==> config.mk <==
export PLATFORM = sky130hd
export DESIGN_NAME = logdrain
export DESIGN_NICKNAME = d
export VERILOG_FILES = /design/src/rtl/logdrain_pkg.sv /design/src/rtl/logdrain_bus.sv /design/src/rtl/logdrain.sv
export SDC_FILE = /design/constraint.sdc
export NUM_CORES = 1
export LEC_CHECK = 0
export ABC_AREA = 1
export CORE_MARGIN = 2
export CORE_UTILIZATION = 59
export CTS_BUF_LIST = sky130_fd_sc_hd__clkbuf_16
export DETAILED_ROUTE_END_ITERATION = 12
export PLACE_DENSITY_LB_ADDON = 0.08
export SKIP_CTS_REPAIR_TIMING = 1
export SLEW_MARGIN = 0
export SYNTH_ARGS = -nofsm -noshare
export SYNTH_HDL_FRONTEND = slang
export SYNTH_SLANG_ARGS = --single-unit
==> constraint.sdc <==
create_clock -name i_clk -period 5.4 [get_ports i_clk]
set_input_delay 1.08 -clock i_clk [delete_from_list [all_inputs] [get_ports i_clk]]
set_output_delay 1.08 -clock i_clk [all_outputs]
set_load 0.1 [all_outputs]
==> src/rtl/logdrain_pkg.sv <==
// Shared types and constants for the logdrain log-buffer drain engine.
// The optional newline terminator is enabled with LOGDRAIN_NL_EN (see logdrain.sv).
package logdrain_pkg;

    typedef enum logic [2:0] {
        IDLE,
        RD_IX,
        RD_SLOT,
        EMIT,
        EMIT_NL,
        WR_IX,
        FIN
    } state_t;

    localparam logic       ADDR_DATA  = 1'b0;
    localparam logic       ADDR_INDEX = 1'b1;
    localparam logic [7:0] NL_BYTE    = 8'h0A;

    localparam int PUT_MSB = 31;
    localparam int PUT_LSB = 16;
    localparam int GET_MSB = 15;
    localparam int GET_LSB = 0;

    // Read index advances modulo the number of entries in the buffer.
    function automatic logic [15:0] nextIndex(input logic [15:0] ix, input int numEntries);
        logic [15:0] last;
        last = 16'(numEntries - 1);
        return (ix == last) ? 16'd0 : ix + 16'd1;
    endfunction

endpackage

==> src/rtl/logdrain_bus.sv <==
// Single-access bus sequencer: a one-cycle request raises stb, held until ack,
// then a one-cycle completion pulse presents the data captured on the ack cycle.
module logdrain_bus
    import logdrain_pkg::*;
(
    input  logic        i_clk,
    input  logic        i_rst,
    input  logic        i_req,
    input  logic        i_we,
    input  logic        i_addr,
    input  logic [31:0] i_wdata,
    input  logic        i_ack,
    input  logic [31:0] i_din,
    output logic        o_stb,
    output logic        o_we,
    output logic        o_addr,
    output logic [31:0] o_dout,
    output logic        o_done,
    output logic [31:0] o_rdata
);

    logic        r_stb;
    logic        r_we;
    logic        r_addr;
    logic [31:0] r_dout;
    logic        r_done;
    logic [31:0] r_rdata;

    // stb falls on the ack edge, so consecutive accesses always have a gap cycle.
    always_ff @(posedge i_clk) begin
        if (i_rst) begin
            r_stb   <= 1'b0;
            r_we    <= 1'b0;
            r_addr  <= ADDR_DATA;
            r_dout  <= 32'd0;
            r_done  <= 1'b0;
            r_rdata <= 32'd0;
        end else begin
            r_done <= 1'b0;
            if (r_stb) begin
                if (i_ack) begin
                    r_stb   <= 1'b0;
                    r_we    <= 1'b0;
                    r_addr  <= ADDR_DATA;
                    r_done  <= 1'b1;
                    r_rdata <= i_din;
                end
            end else if (i_req) begin
                r_stb  <= 1'b1;
                r_we   <= i_we;
                r_addr <= i_addr;
                r_dout <= i_wdata;
            end
        end
    end

    assign o_stb   = r_stb;
    assign o_we    = r_we;
    assign o_addr  = r_addr;
    assign o_dout  = r_dout;
    assign o_done  = r_done;
    assign o_rdata = r_rdata;

endmodule

==> src/rtl/logdrain.sv <==
// Autonomous log-buffer drain: streams every slot byte of each pending entry, then
// writes back the advanced read index. Define LOGDRAIN_NL_EN to append 0x0A per entry.
module logdrain
    import logdrain_pkg::*;
#(
    parameter int NUM_ENTRIES = 32,
    parameter int ENTRY_SLOTS = 64
) (
    input  logic        i_clk,
    input  logic        i_rst,
    input  logic        i_start,
    output logic        o_busy,
    output logic        o_done,
    output logic        o_stb,
    output logic        o_we,
    output logic        o_addr,
    output logic [31:0] o_dout,
    input  logic [31:0] i_din,
    input  logic        i_ack,
    output logic [7:0]  o_tx_data,
    output logic        o_tx_valid,
    input  logic        i_tx_ready
);

    localparam int SLOT_W = $clog2(ENTRY_SLOTS + 1);

    state_t              r_state;
    logic                r_busy;
    logic                r_done;
    logic                r_req;
    logic                r_reqWe;
    logic                r_reqAddr;
    logic [31:0]         r_reqData;
    logic [15:0]         r_put;
    logic [15:0]         r_get;
    logic [SLOT_W-1:0]   r_slot;
    logic [7:0]          r_txData;
    logic                r_txValid;

    logic                w_busDone;
    logic [31:0]         w_busData;
    logic [SLOT_W-1:0]   w_slotNext;

    assign w_slotNext = r_slot + 1'b1;

    logdrain_bus u_bus (
        .i_clk   (i_clk),
        .i_rst   (i_rst),
        .i_req   (r_req),
        .i_we    (r_reqWe),
        .i_addr  (r_reqAddr),
        .i_wdata (r_reqData),
        .i_ack   (i_ack),
        .i_din   (i_din),
        .o_stb   (o_stb),
        .o_we    (o_we),
        .o_addr  (o_addr),
        .o_dout  (o_dout),
        .o_done  (w_busDone),
        .o_rdata (w_busData)
    );

    // Each bus state issues a one-cycle request on entry and waits for completion.
    always_ff @(posedge i_clk) begin
        if (i_rst) begin
            r_state   <= IDLE;
            r_busy    <= 1'b0;
            r_done    <= 1'b0;
            r_req     <= 1'b0;
            r_reqWe   <= 1'b0;
            r_reqAddr <= ADDR_DATA;
            r_reqData <= 32'd0;
            r_put     <= 16'd0;
            r_get     <= 16'd0;
            r_slot    <= '0;
            r_txData  <= 8'd0;
            r_txValid <= 1'b0;
        end else begin
            r_req  <= 1'b0;
            r_done <= 1'b0;
            case (r_state)
                IDLE: begin
                    if (i_start) begin
                        r_busy    <= 1'b1;
                        r_state   <= RD_IX;
                        r_req     <= 1'b1;
                        r_reqWe   <= 1'b0;
                        r_reqAddr <= ADDR_INDEX;
                    end
                end
                RD_IX: begin
                    if (w_busDone) begin
                        r_put <= w_busData[PUT_MSB:PUT_LSB];
                        r_get <= w_busData[GET_MSB:GET_LSB];
                        if (w_busData[PUT_MSB:PUT_LSB] == w_busData[GET_MSB:GET_LSB]) begin
                            r_state <= FIN;
                        end else begin
                            r_slot    <= '0;
                            r_state   <= RD_SLOT;
                            r_req     <= 1'b1;
                            r_reqWe   <= 1'b0;
                            r_reqAddr <= ADDR_DATA;
                        end
                    end
                end
                RD_SLOT: begin
                    if (w_busDone) begin
                        r_txData  <= w_busData[7:0];
                        r_txValid <= 1'b1;
                        r_state   <= EMIT;
                    end
                end
                EMIT: begin
                    if (i_tx_ready) begin
                        r_txValid <= 1'b0;
                        r_slot    <= w_slotNext;
                        if (w_slotNext == SLOT_W'(ENTRY_SLOTS)) begin
`ifdef LOGDRAIN_NL_EN
                            r_txData  <= NL_BYTE;
                            r_txValid <= 1'b1;
                            r_state   <= EMIT_NL;
`else
                            r_state   <= WR_IX;
                            r_req     <= 1'b1;
                            r_reqWe   <= 1'b1;
                            r_reqAddr <= ADDR_INDEX;
                            r_reqData <= {r_put, nextIndex(r_get, NUM_ENTRIES)};
`endif
                        end else begin
                            r_state   <= RD_SLOT;
                            r_req     <= 1'b1;
                            r_reqWe   <= 1'b0;
                            r_reqAddr <= ADDR_DATA;
                        end
                    end
                end
`ifdef LOGDRAIN_NL_EN
                EMIT_NL: begin
                    if (i_tx_ready) begin
                        r_txValid <= 1'b0;
                        r_state   <= WR_IX;
                        r_req     <= 1'b1;
                        r_reqWe   <= 1'b1;
                        r_reqAddr <= ADDR_INDEX;
                        r_reqData <= {r_put, nextIndex(r_get, NUM_ENTRIES)};
                    end
                end
`endif
                WR_IX: begin
                    // Re-read the indices so entries logged during the drain are picked up.
                    if (w_busDone) begin
                        r_state   <= RD_IX;
                        r_req     <= 1'b1;
                        r_reqWe   <= 1'b0;
                        r_reqAddr <= ADDR_INDEX;
                    end
                end
                FIN: begin
                    r_done  <= 1'b1;
                    r_busy  <= 1'b0;
                    r_state <= IDLE;
                end
                default: begin
                    r_state <= IDLE;
                end
            endcase
        end
    end

    assign o_busy     = r_busy;
    assign o_done     = r_done;
    assign o_tx_data  = r_txData;
    assign o_tx_valid = r_txValid;

endmodule

; ---- After elaboration in Yosys (flattened, before gate mapping)
; Cells that the tools add are included.
[op_classes]
n_mux = 42
n_bitwise = 1
shifts = 0
order_cmp = 0
n_reduce_logical = 18
multipliers = 0
addsub = 2
eq_ne = 15
div_mod_pow = 0
[op_table]
columns = operator, n
row1 = 1-bit two-way mux, 24
row2 = 3-bit two-way mux, 7
row3 = 7-bit two-way mux, 3
row4 = 16-bit by 1-bit adder with 16-bit output (second input constant), 1
row5 = 16-bit equality test, 1
row6 = 16-bit by 5-bit equality test with 1-bit output (second input constant), 1
row7 = 16-bit two-way mux, 1
row8 = 3-bit one-hot mux with 5 select lines, 1
row9 = 7-bit one-hot mux with 2 select lines, 1
row10 = 1-bit one-hot mux with 4 select lines, 3
row11 = 2-bit AND reduction, 6
row12 = 2-bit != test (second input constant), 4
row13 = 2-bit nonzero test, 4
row14 = 7-bit by 1-bit adder with 7-bit output (second input constant), 1
row15 = 7-bit equality test (second input constant), 1
row16 = 3-bit by 2-bit equality test with 1-bit output (second input constant), 2
row17 = 3-bit equality test (second input constant), 2
row18 = 2-bit by 1-bit != test with 1-bit output (second input constant), 3
row19 = 3-bit AND reduction, 2
row20 = 6-bit AND reduction, 1
row21 = 5-bit AND reduction, 1
row22 = 1-bit one-hot mux with 2 select lines, 2
row23 = 4-bit AND reduction, 1
row24 = 4-bit nonzero test, 1
row25 = 4 further kinds, 4
[totals]
in_bits = 37
ff_bits = 156
n_memories = 0
ram_bits = 0
out_inout_bits = 46
rom_bits = 0
latch_bits = 0

; ---- Logic depth before layout (Yosys ltp)
[depth]
ltp_word = 5
depth_mapped = 12
ltp_nobuf = 11

; ---- By module
; Synthesis repeated with hierarchy kept, for this count alone.
[hier_totals]
hier_cells = 905
area_unflattened_um2 = 6491.2
[by_module_without_submodules]
columns = module, seq_area_each_um2, instances, cells_each, area_each_um2
row1 = logdrain, 1761.7, 1, 610, 4100.2
row2 = logdrain_bus, 1361.3, 1, 295, 2391.0

; ---- Worst setup path after synthesis
; Ideal clock, no wire load.
[synth_path]
kind = input -> register
startpoint = input i_rst
endpoint = register r_reqWe
t_required_ps = 5336
arrival_time_ps = 2005
slack_ps = 3331
setup_time_ps = 64
cell_stages = 6
path_cell_list = clkbuf_1 > inv_2 > clkbuf_1 > clkbuf_1 > nand2_1 > nor2_1
[synth_rtl]
columns = element, line
row1 = from (decl), logdrain.sv:10  ; input logic i_rst,
row2 = to (signal assigned), logdrain.sv:70  ; r_reqWe <= 1'b0;
row3 = to (signal assigned), logdrain.sv:87  ; r_reqWe <= 1'b0;
row4 = to (signal assigned), logdrain.sv:101  ; r_reqWe <= 1'b0;
row5 = to (decl), logdrain.sv:31  ; logic r_reqWe;

==> tab_implementation.tex <==
\begin{tabular}{lr}
\hline
Metric & Value \\
\hline
\multicolumn{2}{l}{\textbf{Critical path}} \\
\quad Setup crit start & i\_rst \\
\quad Critical Path Sink Type & flip-flop \\
\quad Setup Crit Path Kind & primary input to flip-flop \\
\quad CP arrival & 3.59 ns \\
\quad Startpoint Class & primary input \\
\quad CP required & 5.73 ns \\
\quad CP max stage delay & 1.21 ns \\
\quad Worst r2r src & r\_slot[0] \\
\quad Cell with the largest stage delay on the worst path & nor2\_2 \\
\quad Chain of cells forming the critical path & clkdlybuf4s50\_1 -> nor2\_2 -> nand2\_1 -> o21ai\_0 \\
\quad Crit path max fanout & 33 \\
\multicolumn{2}{l}{\textbf{Job}} \\
\quad MaxCap Viol Count & 0 \\
\multicolumn{2}{l}{\textbf{Timing}} \\
\quad Final hold violation count & 0 \\
\quad Final setup violating endpoints & 0 \\
\quad Transition time at the pin with the least slew margin & 1.220 ns \\
\quad Highest attainable clock frequency & 306.1 MHz \\
\quad Worst-case headroom to the max-slew limit & 18.55\% \\
\quad Hold Slack & 0.4497 ns \\
\quad Fin crit share & 60.49\% \\
\quad Min Clock Period, post-route & 3.266 ns \\
\quad Final slew viol count & 0 \\
\quad Final Skew & 0.01178 ns \\
\quad Setup TNS Final & 0 ns \\
\quad Unrepaired setup endpoints after global routing & false \\
\quad PnR worst setup slack & 2.134 ns \\
\multicolumn{2}{l}{\textbf{CTS}} \\
\quad Root buffer cell & clkbuf\_16 \\
\quad Clock input transition at the sequential cells of the worst setup and hold paths & 0.06 ns \\
\quad Number of buffers on the longest clock path & 2 \\
\quad Depth of the CTS H-tree & 4 \\
\quad Clk sink count & 156 \\
\quad CTS tree & built \\
\quad Number of buffers added by the clock tree synthesis step & 17 \\
\quad Clk Latency, worst-skew pair & 0.42 ns \\
\multicolumn{2}{l}{\textbf{Placed design}} \\
\quad Post-detail-place hpwl & 11,060 um \\
\quad Post-DP Area & 7330 um\^{}2 \\
\quad Final RePlAce weighted congestion & 0.8507 \\
\quad PortBufs & 82 \\
\quad Worst slack at placement & 1.780 ns \\
\multicolumn{2}{l}{\textbf{Global routing}} \\
\quad Number of antenna violations at the first check in global routing & 0 \\
\quad Via count of the first global-routing pass & 5,382 \\
\quad Global-route usage over all layers & 28.45\% \\
\quad Sum of overflow across all layers after global routing & 0 \\
\quad Largest net degree at the start of global routing & 99 \\
\quad Wire length of the first global-routing pass & 26,110 um \\
\multicolumn{2}{l}{\textbf{Drt}} \\
\quad Mean number of vias per cell & 5.365 \\
\quad Detailed router's first-iteration violation count & 637 \\
\quad Post-route DRC violation count & 0 \\
\quad Average detailed-routed wire length per instance & 14.42 um \\
\quad WL final & 16,220 um \\
\quad Pre-antenna DRT Iters & 7 \\
\quad Vias after detailed routing & 6,036 \\
\quad ANT nets after route & 0 \\
\multicolumn{2}{l}{\textbf{Yosys}} \\
\quad Total of flip-flops plus latches after synthesis & 156 \\
\quad Fraction of registers with async set/reset & 0\% \\
\quad Area share of fa/ha/maj cells after synthesis & 0.5767\% \\
\quad Post-synth top area cell & dfxtp\_1 \\
\quad Synthesized-area fraction occupied by ao, oa, aoi and oai cells & 15.44\% \\
\quad Parity-gate share of the synthesized area counting xor and xnor cells & 0.9419\% \\
\quad Synth top area cells & dfxtp\_1, nand2\_1, o21ai\_0, nor2\_1, a21oi\_1 \\
\quad Number of enable-type register cells in the synthesized netlist & 0 \\
\quad Multiplexer share of the synthesized area & 0\% \\
\quad Most instantiated flip-flop cell in the synthesis netlist & dfxtp\_1 \\
\quad Sequential fraction of the synthesis area & 47.98\% \\
\quad Total standard cell area after synthesis & 6509 um\^{}2 \\
\quad Top-area cell type share of the netlist area & 47.98\% \\
\quad Simple-gate share of the synthesized area & 26.34\% \\
\quad Count of unique library cells instantiated by Yosys & 30 \\
\quad Dominant combinational cell family by area after synthesis & simple AND/OR/NAND/NOR gates \\
\quad Synthesized Nets & 955 \\
\quad Synthesized area divided by synthesized cell count & 7.113 um\^{}2 \\
\quad Synthesized netlist cell count & 915 \\
\quad Synth Warn \# & 0 \\
\multicolumn{2}{l}{\textbf{Cells and area}} \\
\quad N\_diodes & 0 \\
\quad Final design utilization & 72.49\% \\
\quad Layout-stage area growth over the synthesis result & 20.20\% \\
\quad Final instance area & 7824 um\^{}2 \\
\quad Final-stage net count & 1,016 \\
\quad Fraction of final layout cells with drive strength greater than 1 & 5.279\% \\
\multicolumn{2}{l}{\textbf{Die}} \\
\quad Number of placed I/O pins & 83 \\
\quad Number of core rows & 38 \\
\quad Effective utilization at floorplan & 60.31\% \\
\quad Floorplan core area & 10,790 um\^{}2 \\
\quad Die Outline Area & 11,890 um\^{}2 \\
\quad Floorplan die height & 109.0 um \\
\quad Chip Width & 109.0 um \\
\multicolumn{2}{l}{\textbf{Power and ir drop}} \\
\quad Pleak & 3.342 nW \\
\quad Peak supply drop & 368.9 uV \\
\quad Total power per unit cell area & 478.0 nW/um\^{}2 \\
\multicolumn{2}{l}{\textbf{Hold path}} \\
\quad Hold Crit Start & r\_reqData[24] \\
\quad Class of the tightest hold or removal check & flip-flop to flip-flop \\
\multicolumn{2}{l}{\textbf{Outcome}} \\
\quad Run status & complete, no violations \\
\hline
\end{tabular}
-- layout by cell type, fill, tap and decap left out --
master / instances
nand2_4: 1
clkinv_2: 2
clkdlybuf4s50_1: 82
o21ai_1: 2
o221ai_1: 1
nand4_1: 25
xor2_1: 6
dfxtp_1: 156
inv_2: 8
buf_4: 2
inv_1: 95
nand2_2: 3
nor2_4: 3
clkinv_1: 4
a21oi_1: 80
nand2_1: 218
nand3_1: 22
nand3_2: 1
xnor2_1: 1
o21bai_1: 3
o22ai_2: 1
clkbuf_16: 17
nor3_1: 3
nor2_1: 122
and2_1: 1
bufinv_16: 1
nor2_2: 13
ha_1: 3
o211a_1: 1
o21ai_0: 108
-- metal layers --
layer	GRT usage, %	vias to the layer above	part of all wire [%]
met5	0	-	0
met4	9.982	0	1.9
met3	6.515	31	5.8
met2	44.63	216	46
met1	38.53	2746	46
li1	-	3043	-
-- final timing paths --
check	endpoint	slack, ns	depth (start not counted)
worst min-delay path	u_bus.o_dout[24]	0.45	2
worst max-delay path	u_bus.o_rdata[1]	2.13	4
worst min register to register	u_bus.o_dout[24]	0.45	2
worst max register to register	r_reqData[17]	2.87	10
-- cell usage after synthesis (2+ instances only) --
library cell and number:
nor3_1 3, inv_1 90, inv_2 8, dfxtp_1 156, buf_4 5, nand4_1 25
nand2_2 3, xor2_1 6, clkbuf_1 32, a21oi_1 80, o21bai_1 3, buf_6 2
ha_1 3, o21ai_1 2, o21ai_0 108, nand2_1 218, nor2_2 11, nor2_4 3
buf_2 2, nor2_1 124, nand3_1 22
-- per-stage QoR --
stage          power, mW  std cells
3_3_place_gp       2.685       1097
4_1_cts            3.746       1125
2_1_floorplan      2.401        915
6_report           3.740       1125
5_1_grt            3.909       1125
3_5_place_dp       2.715       1097
-- cell families (layout without fill, tap and decap cells) --
| kind of cell | count (synthesis) | count (layout) |
|---|---|---|
| flip-flops | 156 | 156 |
| AO/OA/AOI/OAI | 196 | 196 |
| XOR/XNOR | 7 | 7 |
| AND/OR/NAND/NOR | 412 | 412 |
| adder cells (fa/ha/maj) | 3 | 3 |
| buffers and inverters | 141 | 211 |
-- critical path, delay by kind of cell --
family / cells / cell delay [ns]
AOI/OAI and AO/OA: 1 / 0.13
buffers and inverters: 1 / 1.00
and+or+nand+nor: 2 / 1.37
-- registers in the layout, indices dropped and copies added (netlist names), 3 cells and up --
name,flops
r_reqData,32
u_bus.o_dout,32
u_bus.o_rdata,32
r_get,16
r_put,16
o_tx_data,8
r_slot,7
r_state,3
-- final cells by class --
class                           instances  area, um^2
Clock buffer                           17       425.4
Clock inverter                         11       68.82
Fill cell                             876        2969
Inverter                               99       372.9
Multi-Input combinational cell        618        2823
Sequential cell                       156        3123
Tap cell                              140       175.2
Timing Repair Buffer                   84       835.8
-- power by group --
group / switching [mW] / internal [mW]
clock: 0.429 / 0.605
combinational: 1.01 / 0.312
sequential: 0.0906 / 1.30
total: 1.53 / 2.21
No activity file was read; power rests on OpenSTA's default activity.
